$ cat src/rtl/izh_neuron_scheduler.sv
// Time-multiplexes one Izhikevich update core across N_NEURONS neurons.
// Per-neuron state and config live here; the core is driven over a req/ack handshake.
module izh_neuron_scheduler #(
    parameter int unsigned  N_NEURONS = 4,
    parameter int unsigned  W         = 18,
    parameter logic [W-1:0] V_RST     = 18'sh3_4CCD,
    parameter logic [W-1:0] U_RST     = 18'sh3_CCCD,
    localparam int unsigned IW        = $clog2(N_NEURONS)
) (
    input  logic                 clk,
    input  logic                 rst_n,
    input  logic                 tick,
    input  logic                 cfg_we,
    input  logic [IW-1:0]        cfg_addr,
    input  logic                 cfg_sel,
    input  logic [7:0]           cfg_data,
    output logic                 dp_req,
    output logic [W-1:0]         dp_v,
    output logic [W-1:0]         dp_u,
    output logic [W-1:0]         dp_i,
    output logic [3:0]           dp_a,
    output logic [3:0]           dp_b,
    input  logic                 dp_ack,
    input  logic [W-1:0]         dp_v_nxt,
    input  logic [W-1:0]         dp_u_nxt,
    input  logic                 dp_spike,
    output logic                 spk_valid,
    output logic [IW-1:0]        spk_id,
    output logic [N_NEURONS-1:0] spk_vec,
    output logic                 busy,
    output logic                 done,
    output logic                 overrun,
    input  logic [IW-1:0]        mon_addr,
    output logic [7:0]           mon_v
);

    typedef enum logic [2:0] {StIdle, StIssue, StWait, StWb, StDone} state_e;

    state_e               state_q, state_d;
    logic [IW-1:0]        idx_q;
    logic [W-1:0]         v_q [N_NEURONS];
    logic [W-1:0]         u_q [N_NEURONS];
    logic [7:0]           i_q [N_NEURONS];
    logic [3:0]           a_q [N_NEURONS];
    logic [3:0]           b_q [N_NEURONS];
    logic [W-1:0]         res_v_q, res_u_q;
    logic                 res_spk_q;
    logic                 dp_req_q;
    logic [W-1:0]         dp_v_q, dp_u_q, dp_i_q;
    logic [3:0]           dp_a_q, dp_b_q;
    logic [N_NEURONS-1:0] spk_vec_q;
    logic                 overrun_q;
    logic [7:0]           mon_v_q;
    logic [W-1:0]         mon_word;
    logic                 last_idx;
    logic                 cfg_hit;

    assign last_idx = (idx_q == IW'(N_NEURONS - 1));
    assign cfg_hit  = cfg_we && (32'(cfg_addr) < N_NEURONS);

    always_ff @(posedge clk) begin
        if (!rst_n) begin
            state_q <= StIdle;
        end else begin
            state_q <= state_d;
        end
    end

    always_comb begin
        state_d   = state_q;
        busy      = (state_q != StIdle);
        done      = 1'b0;
        spk_valid = 1'b0;
        spk_id    = '0;
        case (state_q)
            StIdle:  if (tick) state_d = StIssue;
            StIssue: state_d = StWait;
            StWait:  if (dp_ack) state_d = StWb;
            StWb: begin
                spk_valid = res_spk_q;
                spk_id    = res_spk_q ? idx_q : '0;
                state_d   = last_idx ? StDone : StIssue;
            end
            StDone: begin
                done    = 1'b1;
                state_d = StIdle;
            end
            default: state_d = StIdle;
        endcase
    end

    // A WB in flight for the monitored neuron is forwarded so mon_v never shows stale data.
    always_comb begin
        mon_word = '0;
        if (32'(mon_addr) < N_NEURONS) mon_word = v_q[mon_addr];
        if (state_q == StWb && mon_addr == idx_q) mon_word = res_v_q;
    end

    always_ff @(posedge clk) begin
        if (!rst_n) begin
            for (int n = 0; n < N_NEURONS; n++) begin
                v_q[n] <= V_RST;
                u_q[n] <= U_RST;
                i_q[n] <= '0;
                a_q[n] <= '0;
                b_q[n] <= '0;
            end
            idx_q     <= '0;
            res_v_q   <= '0;
            res_u_q   <= '0;
            res_spk_q <= 1'b0;
            dp_req_q  <= 1'b0;
            dp_v_q    <= '0;
            dp_u_q    <= '0;
            dp_i_q    <= '0;
            dp_a_q    <= '0;
            dp_b_q    <= '0;
            spk_vec_q <= '0;
            overrun_q <= 1'b0;
            mon_v_q   <= V_RST[W-1:W-8];
        end else begin
            if (cfg_hit) begin
                if (cfg_sel) begin
                    b_q[cfg_addr] <= cfg_data[7:4];
                    a_q[cfg_addr] <= cfg_data[3:0];
                end else begin
                    i_q[cfg_addr] <= cfg_data;
                end
            end
            if (tick && state_q != StIdle) overrun_q <= 1'b1;
            mon_v_q <= mon_word[W-1:W-8];

            case (state_q)
                StIdle: begin
                    if (tick) begin
                        idx_q     <= '0;
                        spk_vec_q <= '0;
                    end
                end
                StIssue: begin
                    dp_v_q   <= v_q[idx_q];
                    dp_u_q   <= u_q[idx_q];
                    dp_i_q   <= {i_q[idx_q], {(W-8){1'b0}}};
                    dp_a_q   <= a_q[idx_q];
                    dp_b_q   <= b_q[idx_q];
                    dp_req_q <= 1'b1;
                end
                StWait: begin
                    if (dp_ack) begin
                        res_v_q   <= dp_v_nxt;
                        res_u_q   <= dp_u_nxt;
                        res_spk_q <= dp_spike;
                        dp_req_q  <= 1'b0;
                    end
                end
                StWb: begin
                    v_q[idx_q] <= res_v_q;
                    u_q[idx_q] <= res_u_q;
                    if (res_spk_q) spk_vec_q[idx_q] <= 1'b1;
                    if (!last_idx) idx_q <= idx_q + IW'(1);
                end
                default: ;
            endcase
        end
    end

    assign dp_req  = dp_req_q;
    assign dp_v    = dp_v_q;
    assign dp_u    = dp_u_q;
    assign dp_i    = dp_i_q;
    assign dp_a    = dp_a_q;
    assign dp_b    = dp_b_q;
    assign spk_vec = spk_vec_q;
    assign overrun = overrun_q;
    assign mon_v   = mon_v_q;

endmodule

$ cat config.mk
export PLATFORM = sky130hd
export DESIGN_NAME = izh_neuron_scheduler
export DESIGN_NICKNAME = d
export VERILOG_FILES = /design/src/rtl/izh_neuron_scheduler.sv
export SDC_FILE = /design/constraint.sdc
export NUM_CORES = 1
export LEC_CHECK = 0
export CORE_MARGIN = 4
export CORE_UTILIZATION = 55
export CTS_BUF_LIST = sky130_fd_sc_hd__clkbuf_8
export DETAILED_ROUTE_END_ITERATION = 10
export PLACE_DENSITY_LB_ADDON = 0.3
export SLEW_MARGIN = 30
export SYNTH_ARGS = -nofsm -noshare
export SYNTH_HDL_FRONTEND = slang
export SYNTH_SLANG_ARGS = --single-unit
$ cat constraint.sdc
create_clock -name clk -period 4.7 [get_ports clk]
set_input_delay 0.47 -clock clk [delete_from_list [all_inputs] [get_ports clk]]
set_output_delay 0.47 -clock clk [all_outputs]
set_load 0.05 [all_outputs]
==> results.md, run 1 <==
* Max Cap Viol at 0
* Crit path required time at roughly 4.2 ns
* R2R Setup Slk at between 1.5 and 2 ns
* Clock Path Buffers at 3
* Final setup violation count at 0
* Initial DRC Count at between 600 and 700
* Cts repair resizes at 0
* Cell depth of the worst setup path at 3
* Leakage at 5.244 nW
* Syn Inst Count at 1,036
* Worst setup EP type: output port
* Top cells by area, synth: edfxtp_1 46%, dfxtp_1 16%, mux4_2 10%
* Cts bufs inserted at 50
* Min-Delay Path Class: in2reg
* Internal Pwr Total at roughly 0.0047 W
* Die W at around 160 um
* DR vias/cell at 5.348
* Slowest stage delay, CP at around 0.85 ns
* Register area at about 0.0084 mm2
* RSZ-0062 raised after global routing: no
* Total Wirelength at between 20 and 30 mm
* GRT met3 Usage at 4.592%
* Top cell type's share of synthesized area at between 40% and 50%
* Vias after detailed routing at ~8,200
* Post CTS Setup Buffer Count at 0
* Crit Path Max Fanout at 14
* Cts hold-fix bufs at 0
* Largest area contributor in the netlist: edfxtp_1
* Sequential-to-total area share from yosys stat at between 60% and 70%
* Wire length per cell at 18.62 um
* Grt peak-use layer: met2
* Slowest cell on crit path: clkdlybuf4s50_1
* Met1 Usage GRT at 29.30%
* Fin. max-slew vios at 0
* CTS tree: done
* Asr flop ratio synth at 0%
* Sequential Power Share at between 50% and 60%
* Drt pass-1 iters at 5
* Sum of negative setup slack at 0 ns
* Multi-input logic area at 0.004792 mm2
* Synth Cell Area at approximately 0.013 mm2
* FF+latch count, synth at 316
* Worst-margin pin slew at ~0.86 ns
* Combinational fraction of design power at between 10% and 20%
* Grt met2 use at 35.70%
* Clock skew at ~0.013 ns
* Die area at about 0.027 mm2
* Synth Area per Inst at roughly 13 um2
* Layout Nets at around 1,200
* Largest delay share family, worst path: buffers and inverters
* DP Wirelength at 17.84 mm
* R2R depth at 4
* I/O Buffers at around 130
* Relative slew slack at a little over two fifths
* NetSw at about 0.0016 W
* Reg-to-reg startpoint: state_q[1]
* I/O Pins at about 140
* Worst setup endpoint: spk_id[0]
* CTS clk-pin slew, worst paths at ~0.060 ns
* Outcome: finished, final reports clean
* Overall Global Routing Usage at a little over a fifth
* Critical path class: reg2out
* Antenna violations before repair at 0
* Core Region at 0.02375 mm2
* H-tree levels at 2
* Sw Share at about a quarter
* Area Growth Syn to Fin at 19.43%
* Routability cong. at 0.7854
* Starting Density at between 50% and 60%
* Routed Antenna Nets at 0
* Synth warnings at 0
* Fin crit period at 3.004 ns
* GR Overflow Total at 0
* Crit path launch: state_q[1]
* Maximum number of pins on one net before global-route repair at 91
* Cell variety after synth at 37
* Vias in the first global route at 8,434
* Pwr/cell area at roughly 400 mW/mm2
* CP Cell Sequence: nand3_1 > nor3_1 > clkdlybuf4s50_1
* Main synth FF type: edfxtp_1
* Row cnt at 56
* F_max at ~330 MHz
* Slack of the critical path at 1.696 ns
* VDD IR max at ~0.22 mV
* Post-route DRC at 0
* Ant. Diodes at 0
* Fill cell count at approximately 1,600
* CP Launch Type: flip-flop
* Crit Reg-Reg Endpoint: v_q[2][9]
* Post-synth EDFFs at 208
* First-pass GRT wire length at roughly 45 mm
* Count of clock tree sinks at between 300 and 400
* Final Cycle Share at 63.92%
* CTS root buf: clkbuf_8
* Worst EP arrival at ~2.5 ns
* Height of the die at ~160 um
* Clock share of power at a little under two fifths
* Layout cells sized above 1 at approximately 16%
* Clk_lat worst skew at approximately 0.55 ns
* Buf/Inv on CP at 1
* Fin. Hold Viols at 0
* Pre-CTS setup slack at 1.523 ns
[layout make-up]
| cell class | instances | area share [%] |
|---|---|---|
| Inverter | 5 | 0.1168 |
| Multi-Input combinational cell | 651 | 29.83 |
| Timing Repair Buffer | 142 | 8.716 |
| Clock buffer | 62 | 5.312 |
| Sequential cell | 316 | 52.38 |
| Clock inverter | 31 | 1.161 |
| Tap cell | 319 | 2.485 |
[cell usage after synthesis (9+ instances only)]
master,n
buf_2,12
clkbuf_1,46
edfxtp_1,208
buf_4,13
nand2_1,193
o21ai_0,9
and2_1,123
nor2_1,15
dfxtp_1,108
nand2b_1,75
a21oi_1,10
mux4_2,60
a21boi_0,85
or2_2,22
[power groups by stage]
| stage | Sequential (W) | Combinational, W | Clock (W) |
|---|---|---|---|
| 2_1_floorplan | 0.00336 | 0.000330 | 0 |
| 3_3_place_gp | 0.00322 | 0.000734 | 0 |
| 3_5_place_dp | 0.00322 | 0.000745 | 0 |
| 4_1_cts | 0.00316 | 0.000748 | 0.00238 |
| 5_1_grt | 0.00318 | 0.000798 | 0.00252 |
| 6_report | 0.00316 | 0.000745 | 0.00234 |
[how the worst min path moves through the flow]
stage | endpoint | start | depth (start not counted)
2_1_floorplan | res_spk_q | res_spk_q | 2
6_report | dp_v[13] | rst_n | 2
3_5_place_dp | dp_v[11] | dp_v[11] | 2
5_1_grt | dp_i[15] | rst_n | 2
4_1_cts | dp_b[2] | rst_n | 2
3_3_place_gp | dp_v[17] | dp_v[17] | 2
[cell families after synthesis]
kind of cell    share of synthesized area [%]
compound gates                          5.963
simple gates                            17.57
xor+xnor                              0.06513
other cells                           0.02788
fa+ha+maj                              0.3721
flops                                   62.52
buf+inv                                 2.651
mux                                     10.83
[sequential cells by signal, summed over array words and instances (netlist names)]
register and flops:
spk_vec 4, dp_u 18, res_v_q 18, u_q 72, dp_req 1, mon_v 8, res_u_q 18, res_spk_q 1
idx_q 2, dp_b 4, a_q 16, i_q 32, dp_v 18, dp_a 4, b_q 16, v_q 72
overrun 1, state_q 3, dp_i 8
[per-layer routing]
layer  wire length [um]  part of all wire (%)
met5                  0                     0
met3               2078                   7.3
met1              11990                    42
met2              13900                    49
met4                453                   1.6
[worst register-to-register path, stage by stage, from the launching register on]
cell	delay [ns]
dfxtp_1	0.65
nand4b_4	0.50
nor3_4	0.26
buf_4	0.40
nand2b_4	0.56
[cells in the final DEF (no fill, tap or decap), drive strengths merged, types with 2 or more instances in the layout]
master         netlist  final
and2               123    123
conb                 1     10
a21oi               10     10
clkdlybuf4s50        0    124
o21ai                9      9
or2                 22     22
nor2b                3      3
o31ai                2      2
nand2b              75     75
inv                  5     22
mux4                60     60
clkinvlp             0      2
nand3                2      2
nor2                15     15
dfxtp              108    108
mux2i                3      3
or3                  3      3
nand2              193    193
clkbuf              46     62
mux2                 5      5
clkinv               0     10
bufinv               0      2
buf                 27     18
ha                   4      4
or2b                 5      5
edfxtp             208    208
nor3                 8      8
nor3b                2      2
a21boi              89     89
[stage by stage]
stage	total power [W]	hold slack (ns)	utilization [%]	instances	instance area, um2
after global routing	0.006497	0.3677	67.63	1526	16060
final	0.006248	0.3746	67.63	1526	16060
after detailed placement	0.003968	0.4602	63.05	1432	14980
after CTS	0.006294	0.3428	67.43	1525	16020
after global placement	0.003951	0.4482	63.03	1432	14970
after floorplan	0.003691	0.4437	-	1045	13480
(Power assumes the default switching activity.)
==> run 2, diff against run 1 <==
clock period = 3.1 ns   (was 4.7 ns; I/O delays follow)
==> results.md, run 2 (synthesis results as in run 1) <==
* Clock skew at 0.01391 ns (was 0.01252 ns)
* Critical path class: reg2out (unchanged)
* Crit Path Max Fanout at 14 (unchanged)
* Maximum number of pins on one net before global-route repair at 54 (was 91)
* PnR Total Power at 0.009227 W (was 0.006248 W)
* GR Overflow Total at 0 (unchanged)
* Slowest cell on crit path: clkdlybuf4s50_1 (unchanged)
* Top flop regs: u_q x72, v_q x72, i_q x32 (unchanged)
* Max Cap Viol at 0 (unchanged)
* Worst EP arrival at 2.60 ns (was 2.53 ns)
* VDD IR max at 0.3237 mV (was 0.2187 mV)
* Pwr/cell area at 574.7 mW/mm2 (was 389.0 mW/mm2)
* H-tree levels at 2 (unchanged)
* Crit path required time at 2.79 ns (was 4.23 ns)
* Vias after detailed routing at 8,387 (was 8,161)
* First-pass GRT wire length at 47.36 mm (was 45.11 mm)
* CTS clk-pin slew, worst paths at 0.06 ns (about the same)
* Sum of negative setup slack at 0 ns (unchanged)
* Die W at 164.4 um (unchanged)
* Vias in the first global route at 8,662 (was 8,434)
* Antenna violations before repair at 0 (unchanged)
* Worst-margin pin slew at 0.9072 ns (was 0.8586 ns)
* Ant. Diodes at 0 (unchanged)
* Post-route DRC at 0 (unchanged)
* Slowest stage delay, CP at 0.86 ns (was 0.85 ns)
* Pre-CTS setup slack at 0.6309 ns (was 1.523 ns)
* CP Cell Sequence: nand3_1 > nor3_1 > clkdlybuf4s50_1 (unchanged)
* Leakage at 5.265 nW (was 5.244 nW)
* Final Cycle Share at between 90% and 100%
* Fin. max-slew vios at 0 (unchanged)
* I/O Buffers at 125 (unchanged)
* RSZ-0062 raised after global routing: no (unchanged)
* Final setup violation count at 0 (unchanged)
* I/O Pins at 136 (unchanged)
* Drt pass-1 iters at 6 (was 5)
* Clock Path Buffers at 3 (unchanged)
* CTS root buf: clkbuf_8 (unchanged)
* Starting Density at 56.62% (unchanged)
* Count of clock tree sinks at 316 (unchanged)
* WHS at 0.2192 ns (was 0.3746 ns)
* DR vias/cell at 5.450 (was 5.348)
* Min-Delay Path Class: in2reg (unchanged)
* Area Growth Syn to Fin at 19.37% (was 19.43%)
* Overall Global Routing Usage at 22.92% (was 21.57%)
* Cts repair resizes at 0 (unchanged)
* Die area at 0.02702 mm2 (unchanged)
* Fin crit period at ~2.9 ns
* Layout cells sized above 1 at 16.31% (was 16.07%)
* CP Launch Type: flip-flop (unchanged)
* Finished Core Util at 67.59% (was 67.63%)
* Height of the die at 164.4 um (unchanged)
* Cts bufs inserted at 51 (was 50)
* F_max at ~340 MHz
* Worst setup EP type: output port (unchanged)
* Relative slew slack at 39.52% (was 42.76%)
* Core Region at 0.02375 mm2 (unchanged)
* Total Wirelength at 30.28 mm (was 28.42 mm)
* Routability cong. at 0.7999 (was 0.7854)
* Routed Antenna Nets at 0 (unchanged)
* Wire length per cell at 19.67 um (was 18.62 um)
* Layout Nets at 1,237 (was 1,225)
* Initial DRC Count at 676 (was 653)
* CTS tree: done (unchanged)
* Outcome: finished, final reports clean (unchanged)
* Clk_lat worst skew at 0.57 ns (was 0.55 ns)
* DP Wirelength at 18.54 mm (was 17.84 mm)
* Most common cell after layout, fill and taps aside: edfxtp_1 (unchanged)
* Most frequent cells in the layout: 208 x edfxtp_1, 193 x nand2_1, 124 x clkdlybuf4s50_1 (unchanged)
* Fin. Hold Viols at 0 (unchanged)
* Slack of the critical path at 0.1935 ns (was 1.696 ns)
* Row cnt at 56 (unchanged)
* R2R Setup Slk at 0.77 ns (was 1.94 ns)
run 2: final cells by class:
cell class | instances | area [um2]
clock buffer | 57 | 784.5
clock inverter | 38 | 156.4
fill | 1728 | 7699
inverter | 5 | 18.77
multi-input combinational | 651 | 4773
sequential | 316 | 8413
tap | 319 | 399.1
timing repair buffer | 153 | 1509
run 2: routing by layer:
layer  wire length (um)  GRT usage (%)  vias up
met4                708          7.410        0
li1                   -              -     3913
met2              14900          38.23      290
met1              12750          30.98     4137
met3               1919          4.043       47
met5                  0              0        -
run 2: worst paths after layout:
kind / from / cells past startpoint / to
min reg2reg: dp_v[17] / 2 / dp_v[17]
max: state_q[1] / 3 / spk_id[0]
max reg2reg: state_q[0] / 5 / u_q[1][0]
min: rst_n / 2 / res_v_q[17]
run 2: per-stage QoR:
step | cells | instance area (um2)
global placement | 1443 | 15090
finish | 1539 | 16050
CTS | 1538 | 16030
detailed placement | 1443 | 15090
floorplan | 1045 | 13490
global route | 1539 | 16050
run 2: power breakdown:
part	leakage, nW	switching [W]	internal [W]
sequential	2.69	0.000126	0.00468
clock	0.563	0.00159	0.00169
combinational	2.01	0.000734	0.000417
run 2: critical path: cells and delay by family (launching register included):
kind                   cells  cell delay (ns)
flip-flops                 1             0.69
buffers and inverters      1             0.86
AND/OR/NAND/NOR            2             0.50
run 2: what timing repair did:
item,in CTS,in global routing
endpoints found under the setup margin,0,1
setup buffers,0,1
hold buffers,0,0
==> run 3, diff against run 2 <==
SKIP_CTS_REPAIR_TIMING = 1   (was unset)
==> results of run 3 <==
Same layout as run 2: the final DEF is identical, and so are final timing and power.
